## config.mk

```make
export PLATFORM = sky130hd
export DESIGN_NAME = ioctl_sdram_loader
export DESIGN_NICKNAME = d
export VERILOG_FILES = /design/src/rtl/ioctl_sdram_loader.sv
export SDC_FILE = /design/constraint.sdc
export NUM_CORES = 1
export LEC_CHECK = 0
export BUFFER_PORTS_ARGS = -buffer_cell sky130_fd_sc_hd__buf_2
export CORE_MARGIN = 5
export CORE_UTILIZATION = 54
export DETAILED_ROUTE_END_ITERATION = 10
export PLACE_DENSITY = 0.88
export SETUP_SLACK_MARGIN = 0.2
export SLEW_MARGIN = 10
export SYNTH_ARGS = -nofsm -noshare
export SYNTH_HDL_FRONTEND = slang
export SYNTH_SLANG_ARGS = --single-unit
```

## constraint.sdc

```tcl
create_clock -name clk_sys -period 3.6 [get_ports clk_sys]
set_input_delay 0.18 -clock clk_sys [delete_from_list [all_inputs] [get_ports clk_sys]]
set_output_delay 0.18 -clock clk_sys [all_outputs]
set_load 0.02 [all_outputs]
```

## src/rtl/ioctl_sdram_loader.sv

```systemverilog
// HPS ioctl download to SDRAM write engine: packs ioctl beats into memory words,
// maps the download index to a region and issues toggle req/ack writes.
module ioctl_sdram_loader #(
  parameter int IOCTL_W     = 16,
  parameter int MEM_W       = 32,
  parameter int ADDR_W      = 25,
  parameter int NUM_REGIONS = 2,
  parameter logic [NUM_REGIONS*ADDR_W-1:0] REGION_BASE = {25'h100000, 25'h0},
  parameter logic [NUM_REGIONS*ADDR_W-1:0] REGION_SIZE = {25'h100000, 25'h100000}
) (
  input  logic               clk_sys,
  input  logic               reset,
  input  logic               ioctl_download,
  input  logic [7:0]         ioctl_index,
  input  logic               ioctl_wr,
  input  logic [IOCTL_W-1:0] ioctl_dout,
  output logic               ioctl_wait,
  output logic               core_active,
  output logic [ADDR_W-1:0]  mem_waddr,
  output logic [MEM_W-1:0]   mem_din,
  output logic [MEM_W/8-1:0] mem_be,
  output logic               mem_we_req,
  input  logic               mem_we_ack,
  output logic               done,
  output logic               overflow
);
  localparam int R   = MEM_W / IOCTL_W;
  localparam int BW  = (R > 1) ? $clog2(R) : 1;
  localparam int BEW = MEM_W / 8;
  localparam int BPB = IOCTL_W / 8;
  localparam int RW  = (NUM_REGIONS > 1) ? $clog2(NUM_REGIONS) : 1;

  typedef enum logic [2:0] {S_IDLE, S_COLLECT, S_WAIT_ACK, S_FLUSH, S_DONE} state_t;

  state_t            r_state, w_next;
  logic              r_dl_d, r_pend, r_fall, r_ovf, r_req;
  logic [RW-1:0]     r_region, r_pend_region;
  logic [ADDR_W-1:0] r_off, r_waddr;
  logic [BW-1:0]     r_k;
  logic [BEW-1:0]    r_be;
  logic [MEM_W-1:0]  r_din;

  logic              w_idx_ok, w_start, w_fall, w_go, w_accept, w_last, w_ack, w_full;
  logic              w_issue, w_drop, w_flush;
  logic [BW-1:0]     w_kn;
  logic [ADDR_W-1:0] w_base, w_size;
  logic [BEW-1:0]    w_fbe;
  logic              w_unused;

  assign w_unused = ^ioctl_index[7:6];

  assign w_idx_ok = ({2'b00, ioctl_index[5:0]} < 8'(NUM_REGIONS));
  assign w_start  = ioctl_download & ~r_dl_d & w_idx_ok;
  assign w_fall   = ~ioctl_download & r_dl_d;
  // A start that arrives mid-download-tail is held until IDLE/DONE so it is never lost.
  assign w_go     = ((r_state == S_IDLE) || (r_state == S_DONE)) && (w_start || r_pend);
  assign w_accept = (r_state == S_COLLECT) && ioctl_wr;
  assign w_last   = w_accept && (r_k == BW'(R - 1));
  assign w_kn     = r_k + BW'(w_accept);
  assign w_ack    = (mem_we_ack == r_req);
  assign w_full   = (r_off >= w_size);

  always_comb begin
    w_base = '0;
    w_size = '0;
    for (int i = 0; i < NUM_REGIONS; i++) begin
      if (r_region == RW'(i)) begin
        w_base = REGION_BASE[i*ADDR_W +: ADDR_W];
        w_size = REGION_SIZE[i*ADDR_W +: ADDR_W];
      end
    end
  end

  always_comb begin
    w_fbe = '0;
    for (int b = 0; b < BEW; b++) w_fbe[b] = (b < int'(w_kn) * BPB);
  end

  always_ff @(posedge clk_sys) begin
    if (reset) r_state <= S_IDLE;
    else       r_state <= w_next;
  end

  always_comb begin
    w_next  = r_state;
    w_issue = 1'b0;
    w_drop  = 1'b0;
    w_flush = 1'b0;
    case (r_state)
      S_IDLE: if (w_go) w_next = S_COLLECT;
      S_COLLECT: begin
        if (w_last) begin
          if (w_full) begin
            w_drop = 1'b1;
            if (w_fall) w_next = S_DONE;
          end else begin
            w_issue = 1'b1;
            w_next  = S_WAIT_ACK;
          end
        end else if (w_fall) begin
          if (w_kn == '0) begin
            w_next = S_DONE;
          end else if (w_full) begin
            w_drop = 1'b1;
            w_next = S_DONE;
          end else begin
            w_flush = 1'b1;
            w_next  = S_FLUSH;
          end
        end
      end
      S_WAIT_ACK: if (w_ack) w_next = (r_fall || w_fall) ? S_DONE : S_COLLECT;
      S_FLUSH:    if (w_ack) w_next = S_DONE;
      S_DONE:     w_next = w_go ? S_COLLECT : S_IDLE;
      default:    w_next = S_IDLE;
    endcase
  end

  always_ff @(posedge clk_sys) begin
    if (reset) begin
      r_dl_d        <= 1'b0;
      r_pend        <= 1'b0;
      r_pend_region <= '0;
      r_region      <= '0;
      r_off         <= '0;
      r_k           <= '0;
      r_fall        <= 1'b0;
      r_ovf         <= 1'b0;
      r_req         <= mem_we_ack;
      r_be          <= '0;
      r_din         <= '0;
      r_waddr       <= '0;
    end else begin
      r_dl_d <= ioctl_download;
      if (w_go) begin
        r_pend   <= 1'b0;
        r_region <= w_start ? ioctl_index[RW-1:0] : r_pend_region;
        r_off    <= '0;
        r_k      <= '0;
        r_fall   <= 1'b0;
        r_ovf    <= 1'b0;
      end else if (w_start) begin
        r_pend        <= 1'b1;
        r_pend_region <= ioctl_index[RW-1:0];
      end
      if (w_accept) begin
        for (int l = 0; l < R; l++)
          if (r_k == BW'(l)) r_din[l*IOCTL_W +: IOCTL_W] <= ioctl_dout;
        r_k <= w_last ? '0 : w_kn;
      end
      if (w_issue || w_flush) begin
        r_req   <= ~r_req;
        r_waddr <= w_base + r_off;
        r_be    <= w_issue ? '1 : w_fbe;
      end
      if (w_drop) r_ovf <= 1'b1;
      if (r_state == S_WAIT_ACK) begin
        if (w_fall) r_fall <= 1'b1;
        if (w_ack)  r_off  <= r_off + ADDR_W'(BEW);
      end
    end
  end

  assign ioctl_wait  = (r_state == S_WAIT_ACK);
  assign core_active = (r_state == S_COLLECT) || (r_state == S_WAIT_ACK) || (r_state == S_FLUSH);
  assign done        = (r_state == S_DONE);
  assign overflow    = r_ovf;
  assign mem_waddr   = r_waddr;
  assign mem_din     = r_din;
  assign mem_be      = r_be;
  assign mem_we_req  = r_req;
endmodule

```

==> flow_metrics.env, run 1 <==
export IMPL_port_buffers=92
export IMPL_antenna_cells=0
export IMPL_overflow=0
export IMPL_cts_tree="done"
export IMPL_status="completed"
export IMPL_cts_resized=0
export IMPL_hold_path_startpoint="ioctl_dout[0]"
export IMPL_clkLatencyLatePin_ns=0.36
export IMPL_fin_area_um2=4770
export IMPL_synthDistinctLibCells=54
export IMPL_vias=3667
export IMPL_synth_edf_count=1
export IMPL_clock_sinks=95
export IMPL_syn_cell_area_um2=4130
export IMPL_numCtsBuffers=9
export IMPL_grt_usage=0.213
export IMPL_powerDensity_nw_per_um2=401
export IMPL_grt_pass1_vias=3643
export IMPL_yosysTopAreaCellShare=0.456
export IMPL_postCtsHoldBufs=0
export IMPL_syn_to_final_growth_pct=15.6
export IMPL_path_clk_slew_ns=0.10
export IMPL_num_rows=31
export IMPL_holdPathEnd="mem_din[0]$_SDFFE_PP0P_"
export IMPL_hold_violations=0
export IMPL_synth_common_cells="94 x dfxtp_1, 60 x nand2_1, 51 x nor2_1"
export IMPL_fin_crit_sh=0.863
export IMPL_worst_slew_pin_slew_ns=1.06
export IMPL_first_pass_iters=5
export IMPL_regArea_um2=1910
export IMPL_crit_path_cell_trace="nor3b_1 -> and2_1 -> ha_1 -> or3b_2 -> a2111o_1 -> nand2_1"
export IMPL_r2r_setup_slack_ns=0.49
export IMPL_antenna_found_initial=0
export IMPL_ys_seq_area_frac=0.463
export IMPL_dp_hpwl_um=7060
export IMPL_critical_path_class="flop to flop"
export IMPL_io_pins=95
export IMPL_slowest_stage="a2111o_1"
export IMPL_grt_max_degree=50
export IMPL_clockBufferDepth=2
export IMPL_path_buf_inv=0
export IMPL_die_area_um2=9490
export IMPL_hold_depth=3
export IMPL_fmax_ghz=0.322
export IMPL_finalSetupTns_ns=0
export IMPL_grt_pass1_wl_um=17000
export IMPL_r2r_cells=6
export IMPL_final_setup_viol_count=0
export IMPL_antenna_left=0
export IMPL_synthFlopType="dfxtp_1"
export IMPL_multi_input_area_um2=2020
export IMPL_first_iter_violations=259
export IMPL_regToRegEndpoint="mem_we_req$_DFFE_PP_"
export IMPL_syn_nets=494
export IMPL_cp_depth=6
export IMPL_reg2reg_from="r_state[0]$_SDFFE_PP0P_"
export IMPL_wl_um=10200
export IMPL_drc_errors=0
export IMPL_nets=566
export IMPL_cp_start_kind="flop"
export IMPL_crit_fanout=26
export IMPL_cts_max_level=3
export IMPL_via_per_inst=5.77
export IMPL_relSlewSlack=0.294
export IMPL_start_util=0.563
export IMPL_gp_congestion=0.879
export IMPL_cp_end_kind="flop"
export IMPL_final_max_slew_viol_count=0
export IMPL_hp_class="input port to flop"
export IMPL_ys_ff_latch=95
export IMPL_cts_setup_buffers=0
export IMPL_synthCells=459
export IMPL_drive_gt1_frac=0.257
export IMPL_crit_arrival_ns=3.19
export IMPL_die_height_um=97.4
export IMPL_core_area_um2=7330
export IMPL_fin_skew_ns=0.00746
export IMPL_p_leak_nw=1.85
export IMPL_root_buffer="clkbuf_8"
export IMPL_yosysWarnings=0
export IMPL_yosys_cell_count_top_type="dfxtp_1"
export IMPL_irDropWorstVdd_v=0.000277
export IMPL_period_needed_ns=3.11
export IMPL_num_fill_cells=596
export IMPL_async_flop_share=0
export IMPL_cap_violations=0
export IMPL_syn_area_per_cell_um2=8.99
export IMPL_die_x_um=97.4
export IMPL_dpl_cell_area_um2=4580
export IMPL_synth_top_cells_by_area="dfxtp_1 46%, mux2i_1 9.2%, nand2_1 5.5%"
export IMPL_rsz0062_at_grt="no"
export IMPL_crit_family="simple AND/OR/NAND/NOR gates"
export IMPL_cpPeakStageDelay_ns=0.80
export IMPL_yosysTopAreaCell="dfxtp_1"
export IMPL_critPathRequiredTime_ns=3.68
export IMPL_wl_per_cell_um=16.1
## flip-flops by register name (all words and copies together) (netlist names), 2 cells and up
| signal | cells |
|---|---|
| mem_be | 2 |
| mem_din | 32 |
| mem_waddr | 25 |
| r_off | 25 |
| r_state | 3 |
## worst max path at each step
stage / startpoint / end
detailed placement: r_state[0]$_SDFFE_PP0P_ / mem_we_req$_DFFE_PP_
floorplan: r_state[0]$_SDFFE_PP0P_ / mem_we_req$_DFFE_PP_
CTS: r_state[0]$_SDFFE_PP0P_ / mem_we_req$_DFFE_PP_
global placement: r_state[0]$_SDFFE_PP0P_ / mem_we_req$_DFFE_PP_
global route: r_state[0]$_SDFFE_PP0P_ / mem_we_req$_DFFE_PP_
finish: r_state[0]$_SDFFE_PP0P_ / mem_we_req$_DFFE_PP_
## metrics by stage
stage	utilization	hold WS, ns	std cells	total power [mW]	setup WS, ns
3_5_place_dp	0.625	0.444	619	1.25	0.555
5_1_grt	0.651	0.0610	635	1.98	0.317
2_1_floorplan	-	0.308	459	1.20	0.950
3_3_place_gp	0.625	0.425	619	1.25	0.643
6_report	0.651	0.0664	635	1.91	0.495
4_1_cts	0.651	0.0620	635	1.91	0.521
## cell usage in the layout (no fill, tap or decap), types with 3 or more instances in the layout
cell type  Yosys  layout
a211oi_1       3       3
a21oi_1       25      25
a21oi_2       14      14
and2_1         6       6
and3_1         5       5
and4_1         4       4
buf_2          7      92
buf_4          2       5
clkbuf_8       0      10
dfxtp_1       94      94
ha_1           6       6
inv_1          7       7
mux2i_1       38      38
nand2_1       60      60
nand3_1       14      14
nand4_1        7       7
nor2_1        51      51
nor3_1         7       7
nor4_1         3       3
o211ai_1       4       4
o21ai_0        4       4
o21ai_1        8       8
o21bai_1       3       3
o221ai_1       3       3
o31ai_1        9       9
or2_2          4       4
or3_1          3       3
or4_1          6       6
xnor2_1        3       3
## where the power goes
group / switching, mW / total (mW) / leakage, nW / internal, mW
Sequential: 0.0105 / 1.08 / 0.768 / 1.06
Combinational: 0.0985 / 0.154 / 0.986 / 0.0555
Clock: 0.403 / 0.685 / 0.0957 / 0.282
Total: 0.512 / 1.91 / 1.85 / 1.40
## worst min-delay path: stages
cell     delay, ns
buf_2         0.09
mux2i_1       0.06
nor2_1        0.07
## per-layer routing
layer / track usage / vias to the layer above / wire length (um)
met5: 0 / - / 0
met4: 0.0735 / 0 / 181
met3: 0.0689 / 22 / 882
met2: 0.354 / 155 / 4900
met1: 0.260 / 1735 / 4250
li1: - / 1755 / -
## logic make-up (layout without fill, tap and decap cells)
group	Yosys count	after routing	share of synthesized area
compound gates	85	85	0.146
xor+xnor	4	4	0.00849
fa+ha+maj	6	6	0.0182
buf+inv	44	121	0.0476
flops	95	95	0.463
mux	39	39	0.0949
simple gates	186	186	0.222
## final cells by class
class / instances / share of cell area
clock buffer: 10 / 0.0288
clock inverter: 6 / 0.0107
inverter: 8 / 0.00629
multi-input combinational: 320 / 0.423
sequential: 95 / 0.401
tap: 99 / 0.0260
timing repair buffer: 97 / 0.104
Power figures use the tool's default switching activity.
==> run 2: changes to the inputs <==
- CORE_UTILIZATION: 54 -> 56
- CTS_BUF_LIST: default -> sky130_fd_sc_hd__clkbuf_8
- PLACE_DENSITY: 0.88 -> 0.9
==> run 2 against run 1 <==
Against the previous run: cell count fell by 0.16%; hold slack improved by 0.0022 ns; first-iteration DRC count rose by 53%; cell area rose by 0.26%; maximum frequency rose by 0.30%; sequential power barely moved; setup slack improved by 0.0093 ns; highest routed layer unchanged.
==> flow_metrics.env, run 2 (synthesis results as in run 1) <==
export IMPL_crit_family="simple AND/OR/NAND/NOR gates"
export IMPL_cap_violations=0
export IMPL_powerDensity_nw_per_um2=410
export IMPL_crit_arrival_ns=3.18
export IMPL_cp_start_kind="flop"
export IMPL_layout_common_cells="94 x dfxtp_1, 92 x buf_2, 60 x nand2_1"
export IMPL_cts_setup_buffers=0
export IMPL_cpPeakStageDelay_ns=0.79
export IMPL_postCtsHoldBufs=0
export IMPL_fin_skew_ns=0.0109
export IMPL_r2r_setup_slack_ns=0.50
export IMPL_path_buf_inv=0
export IMPL_dp_hpwl_um=6670
export IMPL_instances_no_fill=634
export IMPL_worst_slew_pin_slew_ns=1.05
export IMPL_die_x_um=95.9
export IMPL_grt_usage=0.227
export IMPL_hp_class="input port to flop"
export IMPL_cp_end_kind="flop"
export IMPL_finalSetupTns_ns=0
export IMPL_via_per_inst=5.82
export IMPL_final_common_cell="dfxtp_1"
export IMPL_critical_path_class="flop to flop"
export IMPL_cts_max_level=3
export IMPL_netSwitchingFraction=0.247
export IMPL_path_clk_slew_ns=0.10
export IMPL_vias=3690
export IMPL_first_iter_violations=395
export IMPL_fmax_ghz=0.323
export IMPL_antenna_found_initial=0
export IMPL_place_inst=618
export IMPL_critPathRequiredTime_ns=3.68
export IMPL_hold_violations=0
export IMPL_clkLatencyLatePin_ns=0.36
export IMPL_largest_register_ffs=32
export IMPL_antenna_left=0
export IMPL_first_pass_iters=4
export IMPL_gp_congestion=0.886
export IMPL_cts_resized=0
export IMPL_cts_tree="done"
export IMPL_relSlewSlack=0.301
export IMPL_crit_fanout=26
export IMPL_rsz0062_at_grt="no"
export IMPL_clockBufferDepth=2
export IMPL_io_pins=95
export IMPL_grt_pass1_vias=3555
export IMPL_num_rows=31
export IMPL_die_height_um=95.9
export IMPL_start_util=0.572
export IMPL_grt_pass1_wl_um=16600
export IMPL_p_clk_frac=0.374
export IMPL_nets=565
export IMPL_status="completed"
export IMPL_p_int_mw=1.48
export IMPL_grt_max_degree=52
export IMPL_overflow=0
export IMPL_root_buffer="clkbuf_8"
export IMPL_final_max_slew_viol_count=0
export IMPL_fin_crit_sh=0.860
export IMPL_die_area_um2=9190
export IMPL_numCtsBuffers=9
export IMPL_antenna_cells=0
export IMPL_syn_to_final_growth_pct=15.9
export IMPL_hold_ws_ns=0.0687
export IMPL_p_comb_frac=0.078
export IMPL_slowest_stage="a2111o_1"
export IMPL_final_setup_viol_count=0
export IMPL_irDropWorstVdd_v=0.000372
export IMPL_drive_gt1_frac=0.254
export IMPL_power_share_sequential=0.548
export IMPL_finish_utilization=0.663
export IMPL_crit_path_cell_trace="nor3b_1 -> and2_1 -> ha_1 -> or3b_2 -> a2111o_1 -> nand2_1"
export IMPL_period_needed_ns=3.10
export IMPL_wl_um=9940
export IMPL_drc_errors=0
export IMPL_p_leak_nw=1.85
export IMPL_port_buffers=92
export IMPL_p_switching_uw=484
export IMPL_clock_sinks=95
export IMPL_core_area_um2=7210
export IMPL_wl_per_cell_um=15.7
==> run 2: cell types whose count changed in the layout (fill, tap and decap cells not counted), sizes merged <==
cell      change
inv           -3
clkinvlp      +1
clkbuf        +1
bufinv        +1
buf           -1
==> run 2: path summary, 6_finish.rpt <==
path                                    end                     from  cells past startpoint
setup / recovery       mem_we_req$_DFFE_PP_  r_state[0]$_SDFFE_PP0P_                      6
hold / removal     mem_din[21]$_SDFFE_PP0P_            ioctl_dout[5]                      3
setup reg to reg       mem_we_req$_DFFE_PP_  r_state[0]$_SDFFE_PP0P_                      6
hold reg to reg   mem_waddr[1]$_SDFFE_PP0P_    r_off[1]$_SDFFE_PP0P_                      2
==> run 2: worst min-delay path, delay by kind of cell <==
family,cells,cell delay (ns)
muxes,1,0.06
buffers and inverters,1,0.09
and+or+nand+nor,1,0.07
==> run 2: metrics by stage <==
stage / power [mW] / worst slack, ns / instance area, um^2
2_1_floorplan: 1.20 / 0.950 / 4130
3_3_place_gp: 1.24 / 0.623 / 4580
3_5_place_dp: 1.25 / 0.543 / 4580
4_1_cts: 1.96 / 0.525 / 4780
5_1_grt: 2.03 / 0.311 / 4780
6_report: 1.96 / 0.504 / 4780
==> run 2: final cells by class <==
class	instances	area, um^2
Fill cell	575	2430
Multi-Input combinational cell	320	2020
Sequential cell	95	1910
Timing Repair Buffer	96	490
Clock buffer	11	151
Tap cell	99	124
Clock inverter	5	57.6
Inverter	8	30.0
==> run 2: power groups by stage <==
| stage | Clock (mW) | Sequential (mW) | Combinational (mW) |
|---|---|---|---|
| 6_report | 0.733 | 1.08 | 0.152 |
| 5_1_grt | 0.787 | 1.08 | 0.166 |
| 4_1_cts | 0.739 | 1.07 | 0.151 |
| 3_5_place_dp | 0 | 1.10 | 0.150 |
| 3_3_place_gp | 0 | 1.10 | 0.145 |
| 2_1_floorplan | 0 | 1.11 | 0.0957 |
==> run 2: per-layer routing <==
| metal | share of wire | wire length (um) | track usage |
|---|---|---|---|
| met1 | 0.42 | 4140 | 0.285 |
| met2 | 0.48 | 4780 | 0.373 |
| met3 | 0.087 | 863 | 0.0711 |
| met4 | 0.016 | 158 | 0.0687 |
| met5 | 0 | 0 | 0 |
==> run 3: changes to the inputs <==
- ABC_AREA: default -> 1
==> run 3 against run 2 <==
Against the previous run: first-iteration DRC count fell by 24%; via count increased by 8.3%; power up 9.9%; setup slack improved by 0.19 ns; hold slack worse by 0.022 ns; critical path type unchanged; largest cell class is now sequential cells.
==> flow_metrics.env, run 3 <==
export IMPL_status="completed"
export IMPL_grt_pass1_vias=3801
export IMPL_num_rows=31
export IMPL_cap_violations=0
export IMPL_synthSimpleGateAreaFrac=0.309
export IMPL_yosysTopAreaCellShare=0.452
export IMPL_irDropWorstVdd_v=0.000310
export IMPL_numCtsBuffers=9
export IMPL_synth_top_cells_by_area="dfxtp_1 45%, nor2_1 13%, nand2_1 7.0%"
export IMPL_multi_input_area_um2=1910
export IMPL_start_util=0.573
export IMPL_antenna_cells=0
export IMPL_via_per_inst=5.32
export IMPL_fmax_ghz=0.344
export IMPL_clockBufferDepth=2
export IMPL_final_max_slew_viol_count=0
export IMPL_root_buffer="clkbuf_8"
export IMPL_port_buffers=92
export IMPL_async_flop_share=0
export IMPL_hold_violations=0
export IMPL_yosysWarnings=0
export IMPL_synth_common_cells="149 x nor2_1, 94 x dfxtp_1, 78 x nand2_1"
export IMPL_yosys_cell_count_top_type="nor2_1"
export IMPL_dp_hpwl_um=7160
export IMPL_syn_cell_area_um2=4160
export IMPL_vias=3998
export IMPL_period_needed_ns=2.91
export IMPL_synthDistinctLibCells=37
export IMPL_io_pins=95
export IMPL_cts_setup_buffers=0
export IMPL_regArea_um2=1910
export IMPL_crit_fanout=28
export IMPL_fin_crit_sh=0.808
export IMPL_p_comb_frac=0.135
export IMPL_critPathRequiredTime_ns=3.65
export IMPL_final_setup_viol_count=0
export IMPL_clkLatencyLatePin_ns=0.37
export IMPL_fin_skew_ns=0.00946
export IMPL_path_clk_slew_ns=0.10
export IMPL_synth_top_family_by_area="simple AND/OR/NAND/NOR gates"
export IMPL_largest_register_ffs=32
export IMPL_crit_arrival_ns=2.96
export IMPL_drive_gt1_frac=0.208
export IMPL_hold_ws_ns=0.0463
export IMPL_layout_common_cells="149 x nor2_1, 94 x dfxtp_1, 92 x buf_2"
export IMPL_syn_area_per_cell_um2=7.31
export IMPL_syn_nets=604
export IMPL_wl_um=10300
export IMPL_nets=683
export IMPL_overflow=0
export IMPL_finalSetupTns_ns=0
export IMPL_cp_end_kind="flop"
export IMPL_clock_sinks=95
export IMPL_postCtsHoldBufs=0
export IMPL_yosysTopAreaCell="dfxtp_1"
export IMPL_synth_fa_ha_area_frac=0.0181
export IMPL_slowest_stage="dfxtp_1"
export IMPL_p_leak_nw=2.35
export IMPL_first_pass_iters=5
export IMPL_yosys_mux_area_fraction=0
export IMPL_worst_slew_pin_slew_ns=1.19
export IMPL_hp_class="input port to flop"
export IMPL_cpPeakStageDelay_ns=0.45
export IMPL_core_area_um2=7250
export IMPL_synthCells=569
export IMPL_p_clk_frac=0.342
export IMPL_first_iter_violations=300
export IMPL_grt_usage=0.233
export IMPL_cts_max_level=3
export IMPL_ys_ff_latch=95
export IMPL_powerDensity_nw_per_um2=449
export IMPL_die_area_um2=9250
export IMPL_die_x_um=96.2
export IMPL_grt_max_degree=44
export IMPL_cts_tree="done"
export IMPL_power_share_sequential=0.522
export IMPL_syn_to_final_growth_pct=15.5
export IMPL_antenna_found_initial=0
export IMPL_netSwitchingFraction=0.292
export IMPL_rsz0062_at_grt="no"
export IMPL_drc_errors=0
export IMPL_cp_start_kind="flop"
export IMPL_die_height_um=96.2
export IMPL_crit_path_cell_trace="inv_2 -> nor3_4 -> inv_1 -> nor2_1 -> ha_1 -> inv_1 -> nor2_1 -> nand2_1 -> nand2_4 -> inv_4 -> nand2_1"
export IMPL_synth_compound_area_frac=0.123
export IMPL_num_fill_cells=597
export IMPL_wl_per_cell_um=13.7
export IMPL_relSlewSlack=0.204
export IMPL_cts_resized=0
export IMPL_critical_path_class="flop to flop"
export IMPL_p_switching_uw=630
export IMPL_antenna_left=0
export IMPL_grt_pass1_wl_um=17000
export IMPL_p_int_mw=1.52
export IMPL_synthFlopType="dfxtp_1"
export IMPL_ys_seq_area_frac=0.460
export IMPL_final_common_cell="nor2_1"
export IMPL_gp_congestion=0.880
export IMPL_synth_xor_area_frac=0.00812
export IMPL_synth_edf_count=1
## run 3: critical path: cells and delay by family (launching register included)
kind	cells	cell delay [ns]
and+or+nand+nor	6	1.28
buffers and inverters	4	0.64
adders and majority gates	1	0.20
DFF	1	0.45
## run 3: worst paths after layout
path | from | endpoint | cells after the start | slack [ns]
min reg2reg | r_off[1]$_SDFFE_PP0P_ | r_off[1]$_SDFFE_PP0P_ | 2 | 0.47
max | r_state[0]$_SDFFE_PP0P_ | mem_we_req$_DFFE_PP_ | 11 | 0.69
max reg2reg | r_state[0]$_SDFFE_PP0P_ | mem_we_req$_DFFE_PP_ | 11 | 0.69
min | ioctl_dout[12] | mem_din[12]$_SDFFE_PP0P_ | 3 | 0.05
## run 3: layout make-up
cell class | count | area share
clock buffer | 9 | 0.0258
tap | 99 | 0.0258
inverter | 45 | 0.0365
clock inverter | 7 | 0.0177
timing repair buffer | 94 | 0.0990
multi-input combinational | 403 | 0.397
sequential | 95 | 0.398
## run 3: kinds of logic (layout without fill, tap and decap cells)
kind of cell	after synthesis	count (layout)
flops	95	95
simple gates	297	297
buf+inv	71	155
fa+ha+maj	6	6
xor+xnor	3	3
compound gates	97	97
## run 3: power by group through the flow
stage,Sequential (mW),Clock [mW],Combinational (mW)
finish,1.12,0.738,0.292
detailed placement,1.15,0,0.287
CTS,1.12,0.751,0.290
floorplan,1.19,0,0.149
global placement,1.15,0,0.278
global route,1.13,0.798,0.323
## run 3: metal layers
metal	vias to the layer above	share of wire	GRT usage
li1	1993	-	-
met1	1815	0.40	0.286
met2	170	0.49	0.388
met3	20	0.085	0.0649
met4	0	0.019	0.0900
met5	-	0	0
## run 3: per-stage QoR
stage / utilization / cells / total power [mW] / area (um^2) / setup slack [ns]
finish: 0.662 / 752 / 2.15 / 4800 / 0.691
global route: 0.662 / 752 / 2.25 / 4800 / 0.426
CTS: 0.662 / 752 / 2.16 / 4800 / 0.725
detailed placement: 0.633 / 736 / 1.43 / 4590 / 0.747
global placement: 0.633 / 736 / 1.42 / 4590 / 0.891
floorplan: - / 569 / 1.34 / 4160 / 1.52
